--- config.mk ---
export PLATFORM = sky130hd
export DESIGN_NAME = data_unpack
export DESIGN_NICKNAME = d
export VERILOG_FILES = /design/src/rtl/data_link_pkg.sv /design/src/rtl/data_unpack_sat_counter.sv /design/src/rtl/data_unpack.sv
export SDC_FILE = /design/constraint.sdc
export NUM_CORES = 1
export LEC_CHECK = 0
export ABC_AREA = 1
export CAP_MARGIN = 30
export CORE_MARGIN = 3
export CORE_UTILIZATION = 45
export CTS_CLUSTER_SIZE = 12
export DETAILED_ROUTE_END_ITERATION = 7
export PLACE_DENSITY = 0.69
export SYNTH_ARGS = -nofsm -noshare
export SYNTH_HDL_FRONTEND = slang
export SYNTH_HIERARCHICAL = 1
export SYNTH_SLANG_ARGS = --single-unit
--- constraint.sdc ---
create_clock -name read_clk -period 3.9 [get_ports read_clk]
set_input_delay 0.39 -clock read_clk [delete_from_list [all_inputs] [get_ports read_clk]]
set_output_delay 0.39 -clock read_clk [all_outputs]
set_load 0.01 [all_outputs]
--- src/rtl/data_link_pkg.sv ---
// Shared definitions for the byte-serial count link (packer and unpacker).
// Frame = NUM_BYTES words of {idx, byte}; bytes 0..3 carry f0_num, 4..7 carry fx_num, LSB first.
package data_link_pkg;

  localparam int IDX_W     = 3;
  localparam int BYTE_W    = 8;
  localparam int NUM_BYTES = 1 << IDX_W;
  localparam int NUM_W     = (NUM_BYTES * BYTE_W) / 2;

  typedef enum logic [0:0] {
    HUNT    = 1'b0,
    COLLECT = 1'b1
  } rx_state_t;

endpackage

--- src/rtl/data_unpack_sat_counter.sv ---
// Saturating event counter: +1 per inc cycle, sticks at all-ones, synchronous clear.
module sat_counter #(
  parameter int CNT_W = 16
) (
  input  logic             clk,
  input  logic             clear,
  input  logic             inc,
  output logic [CNT_W-1:0] count
);

  logic [CNT_W-1:0] count_q;
  logic [CNT_W-1:0] count_d;

  always_comb begin
    count_d = count_q;
    if (inc && (count_q != {CNT_W{1'b1}})) begin
      count_d = count_q + CNT_W'(1);
    end
  end

  always_ff @(posedge clk) begin
    if (clear) begin
      count_q <= '0;
    end else begin
      count_q <= count_d;
    end
  end

  assign count = count_q;

endmodule

--- src/rtl/data_unpack.sv ---
// Receive side of the byte-serial count link: reassembles 8-byte frames into f0_num/fx_num.
// Optional statistics counters (frame_cnt, err_cnt) are built when DATA_UNPACK_STATS_EN is defined.
module data_unpack
  import data_link_pkg::*;
#(
  parameter int IDX_W  = data_link_pkg::IDX_W,
  parameter int BYTE_W = data_link_pkg::BYTE_W,
  parameter int NUM_W  = data_link_pkg::NUM_W,
  parameter int CNT_W  = 16
) (
  input  logic                    read_clk,
  input  logic                    rst,
  input  logic                    in_valid,
  input  logic [IDX_W+BYTE_W-1:0] in_num,
  output logic [NUM_W-1:0]        f0_num,
  output logic [NUM_W-1:0]        fx_num,
  output logic                    frame_valid,
  output logic                    frame_err,
  output logic                    busy
`ifdef DATA_UNPACK_STATS_EN
  ,
  output logic [CNT_W-1:0]        frame_cnt,
  output logic [CNT_W-1:0]        err_cnt
`endif
);

  localparam int FRAME_BYTES = 1 << IDX_W;
  localparam int FRAME_W     = FRAME_BYTES * BYTE_W;
  localparam logic [IDX_W-1:0] LAST_IDX = {IDX_W{1'b1}};

  if (2 * NUM_W != FRAME_W) begin : g_bad_width
    $error("data_unpack: 2*NUM_W must equal 2**IDX_W * BYTE_W");
  end
  if (CNT_W < 1) begin : g_bad_cnt
    $error("data_unpack: CNT_W must be at least 1");
  end

  // Handshake: a word is transferred on every read_clk edge where in_valid is high;
  // there is no backpressure, so the receiver must accept every live word.
  logic [IDX_W-1:0]  in_idx;
  logic [BYTE_W-1:0] in_byte;
  assign in_idx  = in_num[IDX_W+BYTE_W-1:BYTE_W];
  assign in_byte = in_num[BYTE_W-1:0];

  rx_state_t         state_q, state_d;
  logic [IDX_W-1:0]  exp_idx_q, exp_idx_d;
  logic [FRAME_W-1:0] shadow_q, shadow_d;
  logic [NUM_W-1:0]  f0_q, f0_d;
  logic [NUM_W-1:0]  fx_q, fx_d;
  logic              frame_valid_q, frame_valid_d;
  logic              frame_err_q, frame_err_d;

  always_comb begin
    state_d       = state_q;
    exp_idx_d     = exp_idx_q;
    shadow_d      = shadow_q;
    f0_d          = f0_q;
    fx_d          = fx_q;
    frame_valid_d = 1'b0;
    frame_err_d   = 1'b0;

    case (state_q)
      HUNT: begin
        // Non-zero indices here mean we joined mid-stream; drop them quietly.
        if (in_valid && (in_idx == '0)) begin
          shadow_d[BYTE_W-1:0] = in_byte;
          exp_idx_d            = IDX_W'(1);
          state_d              = COLLECT;
        end
      end

      COLLECT: begin
        if (!in_valid) begin
          frame_err_d = 1'b1;
          exp_idx_d   = '0;
          state_d     = HUNT;
        end else if (in_idx == exp_idx_q) begin
          shadow_d[int'(in_idx)*BYTE_W +: BYTE_W] = in_byte;
          exp_idx_d = exp_idx_q + IDX_W'(1);
          if (in_idx == LAST_IDX) begin
            // Last byte goes straight to fx_num; the shadow copy is not needed for it.
            f0_d          = shadow_q[NUM_W-1:0];
            fx_d          = {in_byte, shadow_q[FRAME_W-BYTE_W-1:NUM_W]};
            frame_valid_d = 1'b1;
            exp_idx_d     = '0;
            state_d       = HUNT;
          end
        end else begin
          frame_err_d = 1'b1;
          if (in_idx == '0) begin
            shadow_d[BYTE_W-1:0] = in_byte;
            exp_idx_d            = IDX_W'(1);
          end else begin
            exp_idx_d = '0;
            state_d   = HUNT;
          end
        end
      end

      default: begin
        exp_idx_d = '0;
        state_d   = HUNT;
      end
    endcase
  end

  always_ff @(posedge read_clk) begin
    if (rst) begin
      state_q       <= HUNT;
      exp_idx_q     <= '0;
      shadow_q      <= '0;
      f0_q          <= '0;
      fx_q          <= '0;
      frame_valid_q <= 1'b0;
      frame_err_q   <= 1'b0;
    end else begin
      state_q       <= state_d;
      exp_idx_q     <= exp_idx_d;
      shadow_q      <= shadow_d;
      f0_q          <= f0_d;
      fx_q          <= fx_d;
      frame_valid_q <= frame_valid_d;
      frame_err_q   <= frame_err_d;
    end
  end

  assign f0_num      = f0_q;
  assign fx_num      = fx_q;
  assign frame_valid = frame_valid_q;
  assign frame_err   = frame_err_q;
  assign busy        = (state_q == COLLECT);

`ifdef DATA_UNPACK_STATS_EN
  sat_counter #(.CNT_W(CNT_W)) u_frame_cnt (
    .clk   (read_clk),
    .clear (rst),
    .inc   (frame_valid_q),
    .count (frame_cnt)
  );

  sat_counter #(.CNT_W(CNT_W)) u_err_cnt (
    .clk   (read_clk),
    .clear (rst),
    .inc   (frame_err_q),
    .count (err_cnt)
  );
`endif

endmodule

==> impl_metrics.csv, run 1 <==
group,metric,value,unit
cells_and_area,fillers,1083,
setup_path,endpoint_kind,"flop",
clocking,path_clk_slew,0.06,ns
cells_and_area,register_area,2520,sq um
synthesis,synth_area_leaders,"dfxtp_1 (47%), nor2_1 (13%), nand3_1 (7.8%), nand2_1 (6.5%), a21oi_1 (4.9%)",
cells_and_area,synthToLayoutAreaGrowth,25.5,%
clocking,cts_tree,"done",
cells_and_area,fin_cells,941,
outcome,status,"complete, no violations",
floorplan,initial_core_util,46.3,%
route,num_vias,4805,
clocking,ctsHoldBuffers,0,
timing,period_needed,2.67,ns
place,place_inst,908,
synthesis,synth_top_area_cell,"dfxtp_1",
timing,max_slew.worst_pin.slew,0.595,ns
floorplan,die_x,115,um
cells_and_area,multi_input_comb_area,2400,sq um
clocking,htreeDepth,4,
timing,slew_viol_final,0,
cells_and_area,drive_gt1_share,7.52,%
global_routing,grt_max_degree,66,
floorplan,dieArea,13200,sq um
global_routing,grt_first_pass_wirelength,22800,um
floorplan,die-height,115,um
route,wl,13600,um
place,hpwl,9330,um
place,globalplace.congestion,0.940,
route,postRouteAntennaNets,0,
timing,tns,0,ns
route,drtIter0Drc,277,
synthesis,syn_avg_cell_area,7.34,sq um
setup_path,cp.arrival,2.98,ns
route,drt_pass1_iterations,4,
timing,clock_skew,0.00353,ns
synthesis,synth_area,5340,sq um
floorplan,fp-row-count,39,
place,io_buffers,80,
timing,slew_headroom,60.3,%
setup_path,cp_data_required_time,4.20,ns
route,drc_errors,0,
pwr,netSwitchingPower,713,uW
clocking,insertion_delay,0.41,ns
pwr,p_seq_share,42.4,%
global_routing,antenna_found_initial,0,
global_routing,first_global_vias,4599,
global_routing,grt-ovfl-total,0,
synthesis,ys_seq_area_share,47.3,%
synthesis,synth_cell_type_count,29,
synthesis,yosysWarnings,6,
floorplan,io_pins,81,
pwr,powerDensity,456,nW/um^2
pwr,p_clk_share,52.4,%
setup_path,cp_max_fo,22,
pwr,combPwrFrac,5.3,%
clocking,clk_path_buf_depth,2,
pwr,p_sw_share,23.3,%
clocking,post-cts-setup-buffers,0,
pwr,ir_drop,0.241,mV
route,routedWlPerCell,14.5,um
cells_and_area,antenna_cells,0,
setup_path,path_class,"in2reg",
timing,clock.fmax,374,MHz
cells_and_area,fin_nets,803,
clocking,cts_root_buf,"clkbuf_16",
run,cap_violations,0,
synthesis,postSynthCellCount,727,
synthesis,synth_top_area_share,47.3,%
timing,period_share,68.6,%
hold_path,min_path_type,"reg2reg",
clocking,numCtsBuffers,17,
synthesis,synth_nets,745,
timing,grt_setup_unrepaired,"no",
pwr,power_leakage,0.00283,uW
clocking,cts_sinks,126,
timing,finalSetupViolCount,0,
route,viasPerCell,5.11,
floorplan,fp.coreArea,11500,sq um
global_routing,grt.total_usage,21.5,%
synthesis,synth-seq-cells,126,
timing,hold_viol_final,0,
clocking,cts_resized,0,
pwr,p_int,2340,uW
setup_path,critPathLaunchType,"input pin",
[critical path, cell delays in order]
cell and delay (ns):
clkdlybuf4s50_1 0.52, inv_4 0.12, ha_1 0.22, ha_1 0.30
inv_2 0.40, nand3_1 0.13, nor2_1 0.13, nor2_1 0.06
nand2_1 0.39, nand3_1 0.17, nand2_1 0.10, nor2_1 0.04
[stage by stage]
| stage | util [%] | cell area (sq um) | power (uW) | hold WS, ns | setup WS (ns) |
|---|---|---|---|---|---|
| floorplan | - | 5340 | 1440 | 0.440 | 1.44 |
| global placement | 52.6 | 6060 | 1480 | 0.452 | 0.903 |
| detailed placement | 52.8 | 6080 | 1480 | 0.456 | 0.846 |
| CTS | 58.0 | 6680 | 3070 | 0.468 | 1.26 |
| global route | 58.1 | 6700 | 3160 | 0.480 | 1.01 |
| finish | 58.1 | 6700 | 3050 | 0.463 | 1.23 |
[area by class of cell]
type / count / area share (%)
timing repair buffer: 88 / 13.2
inverter: 29 / 1.66
sequential: 126 / 37.7
clock buffer: 18 / 6.41
tap: 143 / 2.67
clock inverter: 14 / 2.52
multi-input combinational: 523 / 35.8
[cell usage in the layout (no fill, tap or decap), types with 13 or more instances in the layout]
cell type / netlist / routed
nand3_1: 83 / 83
inv_1: 23 / 22
a21oi_1: 52 / 52
clkdlybuf4s50_1: 0 / 80
nor3_1: 13 / 13
nand2_1: 92 / 92
clkbuf_16: 0 / 17
nor2_1: 191 / 191
dfxtp_1: 126 / 126
o21ai_1: 22 / 22
o21ai_0: 44 / 44
[power groups by stage]
stage	Sequential, uW	Combinational (uW)	Clock (uW)
6_report	1290	162	1600
5_1_grt	1290	178	1680
4_1_cts	1290	160	1620
3_5_place_dp	1320	160	0
3_3_place_gp	1320	157	0
2_1_floorplan	1320	116	0
[flip-flops by register name, summed over array words and instances (netlist names)]
name and flops:
f0_num 32, frame_err 1, exp_idx_q 3, frame_valid 1
busy 1, shadow_q 56, fx_num 32
[Yosys cell counts]
library cell and instances:
buf_6 10, inv_2 4, a21oi_1 52, ha_1 4
nor2_2 5, o21ai_1 22, nand4_4 1, buf_2 15
nand2_1 92, nand3_1 83, buf_4 5, nor2_1 191
inv_1 23, nand2_2 3, nor2_8 1, dfxtp_1 126
and2_1 1, clkbuf_1 16, nor3_4 1, nand3_2 1
xnor2_2 1, clkinv_1 1, nand2_4 1, nor3_1 13
o21ai_0 44, nand4_1 6, inv_4 1, clkbuf_4 3
nor4_4 1
[path summary, 6_finish.rpt]
path                  end  slack, ns  cells after the start         start
max           shadow_q[4]       1.23                     12     in_num[8]
min          shadow_q[50]       0.46                      2  shadow_q[50]
max reg2reg  shadow_q[31]       1.84                      7  exp_idx_q[1]
min reg2reg  shadow_q[50]       0.46                      2  shadow_q[50]
[kinds of logic after synthesis]
logic type / Yosys count / share of synthesized area, %
AO/OA/AOI/OAI: 118 / 11.1
XOR/XNOR: 1 / 0.305
adder cells (fa/ha/maj): 4 / 0.938
buffers and inverters: 78 / 7.86
flip-flops: 126 / 47.3
AND/OR/NAND/NOR: 400 / 32.6
[layer usage]
| metal | vias to the layer above | GRT usage (%) | wire, um |
|---|---|---|---|
| li1 | 2487 | - | - |
| met2 | 116 | 33.8 | 6420 |
| met5 | - | 0 | 0 |
| met3 | 17 | 4.26 | 552 |
| met4 | 0 | 8.29 | 186 |
| met1 | 2185 | 29.1 | 6470 |
Power figures use the tool's default switching activity.
==> run 2: changes to the inputs <==
==> constraint.sdc (replaced) <==
create_clock -name read_clk -period 2.5 [get_ports read_clk]
set_input_delay 0.25 -clock read_clk [delete_from_list [all_inputs] [get_ports read_clk]]
set_output_delay 0.25 -clock read_clk [all_outputs]
set_load 0.01 [all_outputs]
==> run 2 against run 1 <==
Net effect:
- routed wire length rose by 4.8%
- sequential power up 57%
- highest routed layer unchanged
- combinational power grew 81%
- critical path type unchanged
- power up 60%
- worst hold slack worse by 0.0017 ns
- non-clock buffer count is 19 higher
- clock power grew 61%
- die area stayed put
==> impl_metrics.csv, run 2 (synthesis results as in run 1) <==
group,metric,value,unit
global_routing,antenna_found_initial,0,
pwr,power_leakage,0.00295,uW
route,drtIter0Drc,328,
cells_and_area,fin_cells,959,
timing,slew_viol_final,0,
global_routing,grt-ovfl-total,0,
setup_path,endpoint_kind,"flop",
setup_path,startpoint,"in_num[8]",
floorplan,dieArea,13200,sq um
timing,tns,0,ns
pwr,ir_drop,0.387,mV
clocking,post-cts-setup-buffers,0,
setup_path,r2r_end,"shadow_q[40]",
route,routedWlPerCell,14.9,um
route,wl,14300,um
pwr,powerDensity,710,nW/um^2
cells_and_area,fin_nets,822,
route,drt_pass1_iterations,5,
timing,clock.fmax,498,MHz
floorplan,die_x,115,um
route,drc_errors,0,
hold_path,min_path_type,"reg2reg",
timing,grt_setup_unrepaired,"no",
floorplan,io_pins,81,
timing,period_needed,2.01,ns
route,postRouteAntennaNets,0,
floorplan,initial_core_util,46.3,%
clocking,cts_tree,"done",
route,viasPerCell,5.18,
clocking,cts_sinks,126,
clocking,numCtsBuffers,17,
setup_path,worstReg2RegStart,"exp_idx_q[1]",
timing,setup_ws,0.492,ns
setup_path,cp.arrival,2.31,ns
setup_path,r2r_slack,0.73,ns
setup_path,max_stage_delay,0.54,ns
cells_and_area,layout_commonest_cell,"nor2_1",
clocking,insertion_delay,0.41,ns
setup_path,path_cells,"clkdlybuf4s50_1 > inv_4 > ha_1 > buf_12 > nor4_4 > buf_4 > nand2_4 > a21oi_1 > nor2_1",
place,place_ws,0.108,ns
route,num_vias,4971,
clocking,cts_root_buf,"clkbuf_16",
outcome,status,"complete, no violations",
cells_and_area,drive_gt1_share,9.31,%
place,globalplace.congestion,0.945,
floorplan,die-height,115,um
place,hpwl,9860,um
global_routing,grt_first_pass_wirelength,24100,um
setup_path,crit_path_end,"shadow_q[31]",
setup_path,critPathLaunchType,"input pin",
cells_and_area,top_register,"shadow_q",
global_routing,grt_max_degree,56,
floorplan,fp-row-count,39,
global_routing,first_global_vias,4859,
cells_and_area,synthToLayoutAreaGrowth,29.2,%
timing,clock_skew,0.00631,ns
clocking,ctsHoldBuffers,0,
place,io_buffers,80,
run,cap_violations,0,
cells_and_area,largest_reg_flops,56,
clocking,path_clk_slew,0.06,ns
floorplan,fp.coreArea,11500,sq um
setup_path,cp_max_fo,11,
setup_path,path_class,"in2reg",
timing,finalSetupViolCount,0,
cells_and_area,mostFrequentLayoutCells,"nor2_1 (191), dfxtp_1 (126), nand2_1 (92)",
clocking,htreeDepth,4,
timing,max_slew.worst_pin.slew,0.587,ns
clocking,clk_path_buf_depth,2,
global_routing,grt.total_usage,22.7,%
timing,period_share,80.3,%
setup_path,cp_data_required_time,2.80,ns
setup_path,worstRegToRegCells,7,
cells_and_area,fillers,1073,
clocking,cts_resized,0,
place,place_inst,928,
timing,slew_headroom,60.8,%
setup_path,crit_slowest_cell,"clkdlybuf4s50_1",
timing,hold_viol_final,0,
cells_and_area,antenna_cells,0,
==> run 2: cell types whose count changed in the layout (fill, tap and decap cells not counted) <==
cell / change
buf_4: +16
clkinv_4: -3
clkbuf_8: +1
clkbuf_1: +2
bufinv_16: +1
clkinv_2: -2
buf_12: +3
==> run 2: worst min path at each step <==
stage,from,to,cells past startpoint
after floorplan,in_num[0],fx_num[24],2
after global placement,shadow_q[46],shadow_q[46],2
after detailed placement,shadow_q[30],shadow_q[30],2
after CTS,shadow_q[11],shadow_q[11],2
after global routing,shadow_q[49],shadow_q[49],2
final,shadow_q[14],shadow_q[14],2
==> run 2: cell type report <==
class,count,area (sq um),area share [%]
multi-input combinational,523,2400,34.8
timing repair buffer,107,1070,15.5
tap,143,179,2.60
inverter,29,111,1.62
sequential,126,2520,36.6
clock buffer,21,450,6.54
clock inverter,10,163,2.36
==> run 2: stage by stage <==
stage | hold slack (ns) | instance area [sq um] | util [%] | power, uW
2_1_floorplan | 0.385 | 5340 | - | 2240
3_3_place_gp | 0.453 | 6280 | 54.5 | 2350
3_5_place_dp | 0.456 | 6280 | 54.5 | 2350
4_1_cts | 0.464 | 6890 | 59.8 | 4920
5_1_grt | 0.486 | 6890 | 59.8 | 5040
6_report | 0.462 | 6890 | 59.8 | 4890
==> run 2: worst max-delay path, delay by kind of cell <==
family,cells,cell delay (ns)
simple gates,3,0.43
fa+ha+maj,1,0.45
buf+inv,4,1.02
compound gates,1,0.15
==> run 2: metal layers <==
layer | GRT usage (%) | share of wire (%)
met4 | 8.69 | 1.9
met5 | 0 | 0
met1 | 31.2 | 48
met3 | 4.05 | 3.9
met2 | 35.7 | 46
==> run 2: report_power, final <==
part | leakage [uW] | switching, uW | total (uW) | internal, uW
sequential | 0.00102 | 3.75 | 2020 | 2020
clock | 0.000294 | 890 | 2580 | 1690
combinational | 0.00164 | 194 | 293 | 99.0
==> variant 1, RTL diff (settings of run 2) <==
`IDX_W`: 3 -> 2.
--- a/src/rtl/data_link_pkg.sv
+++ b/src/rtl/data_link_pkg.sv
@@ -2,7 +2,7 @@
 // Frame = NUM_BYTES words of {idx, byte}; bytes 0..3 carry f0_num, 4..7 carry fx_num, LSB first.
 package data_link_pkg;
 
-  localparam int IDX_W     = 3;
+  localparam int IDX_W     = 2;
   localparam int BYTE_W    = 8;
   localparam int NUM_BYTES = 1 << IDX_W;
   localparam int NUM_W     = (NUM_BYTES * BYTE_W) / 2;
Ports: changed (resized f0_num, fx_num and in_num); port bits go from 81 to 48. The function was not compared with the original's and may differ.
==> variant 1 against run 2 <==
Hold slack improved by 0.021 ns; setup slack improved by 0.15 ns; combinational power fell by 51%; clock skew fell by 0.00072 ns; final cell count fell by 50%; cell area fell by 52%; global-route usage fell by 3.3 points; power fell by 59%; wire length fell by 60%; sequential cell count fell by 65; synthesized cell count fell by 51%; area after synthesis fell by 50%; largest power group is now sequential cells; highest routed layer unchanged.
==> variant 1: results (changes against run 2) <==
[yosys]
synth-compound-area-share=0.102  ; -0.00852
synth_area_leaders=dfxtp_1 (46%), nor2_1 (14%), o21ai_0 (7.6%), nand2_1 (5.7%), nand3_1 (4.2%)
ys.flop_type=dfxtp_1
ys_types=23  ; -21%
yosys_warnings=6  ; unchanged
synthesis.nets=373  ; -50%
synth_common_cells=nor2_1 (100), dfxtp_1 (61), nand2_1 (40), o21ai_0 (40), inv_1 (28)
synth_cells=355  ; -51%
synth_fa_ha_area_frac=0.0237  ; +0.0143
yosysSeqAreaShare=0.462  ; -0.0111
synth_xor_xnor_area_share=0  ; -0.00305

[clocking]
cts.root.buffer_cell=clkbuf_8
h-tree-depth=3  ; -1
insertion_delay_ns=0.34  ; -0.07 ns
numCtsBuffers=9  ; -8

[placement]
place.gp.congestion=0.851  ; -9.9%
io_buffers=47  ; -41%
placed_cell_area_um2=3120  ; -50%
hpwl_mm=3.87  ; -61%

[worst_setup_path]
max_stage_delay_ns=0.62  ; +0.08 ns
arrival_ns=2.13  ; -0.18 ns
crit_fanout=8  ; -3

[global_route]
grt_use_met1=0.254  ; -0.0583
grt_pass1_vias=2251  ; -54%
grtUsageMet3=0.0575  ; +0.0170
grt_start_max_net_pins=34  ; -39%
grt_pass1_wl_mm=10.1  ; -58%
track_usage=0.194  ; -0.0328

[sta]
skew_ns=0.00559  ; -0.000718 ns
tightest_slew_ns=0.545  ; -0.0422 ns

[route]
drtIter0Drc=144  ; -56%
first_pass_iters=4  ; -1
via_per_inst=4.86  ; -6.3%
routedWlPerCell_um=12.1  ; -19%

[pwr]
p_sw_mw=0.476  ; -56%
clock_power_mw=0.883  ; -66%
ir_drop_uv=286  ; -26%
pwr-share-comb=0.071  ; +0.011
leakage_nw=1.49  ; -50%

[cells_and_area]
layout-drive-gt1-share=0.113  ; +0.0202
nets=420  ; -49%
regMostFlops=shadow_q
largest_reg_flops=24  ; -57%

[outcome]
outcome=finished, final reports clean

[variant 1: changes by cell type after synthesis, moves of 5 or more]
cell	change
nor2_1	-91
dfxtp_1	-65
nand3_1	-61
nand2_1	-52
a21oi_1	-50
buf_2	-13
nor3_1	-12
clkbuf_1	-11
o21ai_1	-10
buf_4	-5
inv_1	+5
[variant 1: final timing paths]
| check | startpoint | endpoint | slack [ns] |
|---|---|---|---|
| worst min-delay path | shadow_q[2] | f0_num[2] | 0.48 |
| worst max register to register | exp_idx_q[0] | shadow_q[0] | 1.00 |
| worst max-delay path | in_num[8] | shadow_q[18] | 0.65 |
| worst min register to register | shadow_q[2] | f0_num[2] | 0.48 |
[variant 1: worst max-delay path, delay by kind of cell]
kind	cells	cell delay [ns]
adders and majority gates	1	0.28
AOI/OAI and AO/OA	1	0.08
and+or+nand+nor	4	0.78
buffers and inverters	2	0.74
[variant 1: final cells by class]
cell class,instances,area [µm²]
clock buffer,11,151
clock inverter,4,47.5
fill,547,2290
inverter,32,123
multi-input combinational,245,1170
sequential,61,1220
tap,72,90.1
timing repair buffer,53,515
[variant 1: through the flow]
step | setup WS (ns) | instances | power [mW] | utilization
floorplan | 1.13 | 355 | 1.10 | -
finish | 0.645 | 478 | 2.02 | 0.591
global route | 0.385 | 478 | 2.10 | 0.591
CTS | 0.651 | 478 | 2.03 | 0.591
detailed placement | 0.293 | 463 | 1.15 | 0.556
global placement | 0.383 | 463 | 1.15 | 0.556
[variant 1: metal layers]
| metal | wire, µm | share of wire | up-vias |
|---|---|---|---|
| met5 | 0 | 0 | - |
| met4 | 67 | 0.012 | 0 |
| met3 | 280 | 0.048 | 9 |
| met2 | 2520 | 0.43 | 54 |
| met1 | 2920 | 0.50 | 1055 |
| li1 | - | - | 1203 |
==> variant 2, RTL diff (flow settings as in run 2) <==
Without the edit above. Register the inputs `in_valid` and `in_num` before use. The logic sees them one clock later.
--- a/src/rtl/data_unpack.sv
+++ b/src/rtl/data_unpack.sv
@@ -28,6 +28,14 @@
   localparam int FRAME_W     = FRAME_BYTES * BYTE_W;
   localparam logic [IDX_W-1:0] LAST_IDX = {IDX_W{1'b1}};
 
+  logic in_valid_q;
+  logic [IDX_W+BYTE_W-1:0] in_num_q;
+
+  always_ff @(posedge read_clk) begin
+    in_valid_q <= in_valid;
+    in_num_q   <= in_num;
+  end
+
   if (2 * NUM_W != FRAME_W) begin : g_bad_width
     $error("data_unpack: 2*NUM_W must equal 2**IDX_W * BYTE_W");
   end
@@ -39,8 +47,8 @@
   // there is no backpressure, so the receiver must accept every live word.
   logic [IDX_W-1:0]  in_idx;
   logic [BYTE_W-1:0] in_byte;
-  assign in_idx  = in_num[IDX_W+BYTE_W-1:BYTE_W];
-  assign in_byte = in_num[BYTE_W-1:0];
+  assign in_idx  = in_num_q[IDX_W+BYTE_W-1:BYTE_W];
+  assign in_byte = in_num_q[BYTE_W-1:0];
 
   rx_state_t         state_q, state_d;
   logic [IDX_W-1:0]  exp_idx_q, exp_idx_d;
@@ -62,7 +70,7 @@
     case (state_q)
       HUNT: begin
         // Non-zero indices here mean we joined mid-stream; drop them quietly.
-        if (in_valid && (in_idx == '0)) begin
+        if (in_valid_q && (in_idx == '0)) begin
           shadow_d[BYTE_W-1:0] = in_byte;
           exp_idx_d            = IDX_W'(1);
           state_d              = COLLECT;
@@ -70,7 +78,7 @@
       end
 
       COLLECT: begin
-        if (!in_valid) begin
+        if (!in_valid_q) begin
           frame_err_d = 1'b1;
           exp_idx_d   = '0;
           state_d     = HUNT;
Behaviour: not the same (Yosys sat finds a counterexample within 4 cycles, from zero or initial values and one cycle with rst high).
==> variant 2 against run 2 <==
Wire length is 6.2% lower; die area is 2.7% higher; cell area is 2.5% higher; fmax is 11% lower; sequential cell count is 12 higher; largest cell class unchanged; area after synthesis is 2.9% higher; power is 11% higher; synthesized cell count is 1.5% higher; setup slack worse by 0.26 ns; largest power group unchanged; critical path type is now register to register; combinational power is 24% lower; hold slack worse by 0.19 ns.
==> variant 2: results (changes against run 2) <==
[outcome]
outcome=finished, final reports clean

[worst_setup_path]
cp_top_family=simple AND/OR/NAND/NOR gates
critical-path-slowest-cell=dfxtp_1
cp-start-kind=register
rr_startpoint=in_num_q[9]
crit_fanout=13  ; +2

[yosys]
yosysSeqAreaShare=0.503  ; +0.0305
synth_common_cells=nor2_1 (180), dfxtp_1 (138), nand2_1 (100), nand3_1 (80), a21oi_1 (61)
synth_area_leaders=dfxtp_1 (50%), nor2_1 (12%), nand3_1 (7.3%), nand2_1 (6.8%), a21oi_1 (5.6%)
ys_types=24  ; -17%

[cells_and_area]
multi_input_gates=526  ; +0.57%
nNonClkInverters=27  ; -6.9%
register_area_um2=2760  ; +9.5%
bufAreaShareNonClock=0.131  ; -0.0237
signal_buffers=94  ; -12%
multi_input_area_um2=2380  ; -0.83%
clockNetworkAreaShare=0.102  ; +0.0127

[global_route]
use_met2=0.317  ; -0.0399
grt_start_max_net_pins=74  ; +32%
track_usage=0.210  ; -0.0176
grt_pass1_wl_mm=22.6  ; -6.2%

[pwr]
leakage_nw=2.94  ; -0.15%
ir_drop_uv=529  ; +37%
p_sw_mw=1.08  ; -0.66%
power.density_nw_per_um2=770  ; +8.5%

[placement]
place_ws_ns=0.270  ; +0.162 ns
place.gp.congestion=0.852  ; -9.8%
hpwl_mm=9.02  ; -8.4%

[route]
num_vias=4958  ; -0.26%
drt-total-wl_mm=13.4  ; -6.2%

[sta]
skew_ns=0.00879  ; +0.00248 ns

[worst_hold_path]
min_path_type=input pin to register

[clocking]
clock-sinks=138  ; +9.5%

variant 2: layer usage:
metal,share of wire,vias up
met3,0.052,22
met1,0.48,2249
met5,0,-
met2,0.44,136
li1,-,2551
met4,0.020,0
variant 2: path summary, 6_finish.rpt:
path                   to  slack [ns]  cells after the start
max          shadow_q[31]        0.23                      9
min           in_num_q[5]        0.27                      1
max reg2reg  shadow_q[31]        0.23                      9
min reg2reg  shadow_q[18]        0.46                      2
variant 2: per-stage QoR:
| stage | util | area (µm²) | hold slack (ns) | power [mW] | instances |
|---|---|---|---|---|---|
| 4_1_cts | 0.603 | 7040 | 0.263 | 5.48 | 959 |
| 5_1_grt | 0.606 | 7070 | 0.271 | 5.61 | 960 |
| 3_3_place_gp | 0.542 | 6320 | 0.454 | 2.50 | 927 |
| 2_1_floorplan | - | 5490 | 0.278 | 2.44 | 738 |
| 6_report | 0.606 | 7070 | 0.272 | 5.44 | 960 |
| 3_5_place_dp | 0.542 | 6320 | 0.454 | 2.51 | 927 |
variant 2: kinds of logic after synthesis:
| family | Yosys count | share of synthesized area |
|---|---|---|
| buffers and inverters | 74 | 0.0643 |
| AO/OA/AOI/OAI | 128 | 0.117 |
| AND/OR/NAND/NOR | 393 | 0.304 |
| flip-flops | 138 | 0.503 |
| XOR/XNOR | 1 | 0.00296 |
| adder cells (fa/ha/maj) | 4 | 0.00912 |
variant 2: power groups by stage:
stage	clock (mW)	sequential [mW]	combinational [mW]
global route	3.12	2.24	0.252
detailed placement	0	2.28	0.221
CTS	3.02	2.24	0.223
finish	2.98	2.24	0.224
floorplan	0	2.28	0.163
global placement	0	2.28	0.217
variant 2: timing repair:
item,4_1_cts,5_1_grt
resized for setup,0,0
setup endpoints to repair,0,1
hold buffers,0,0
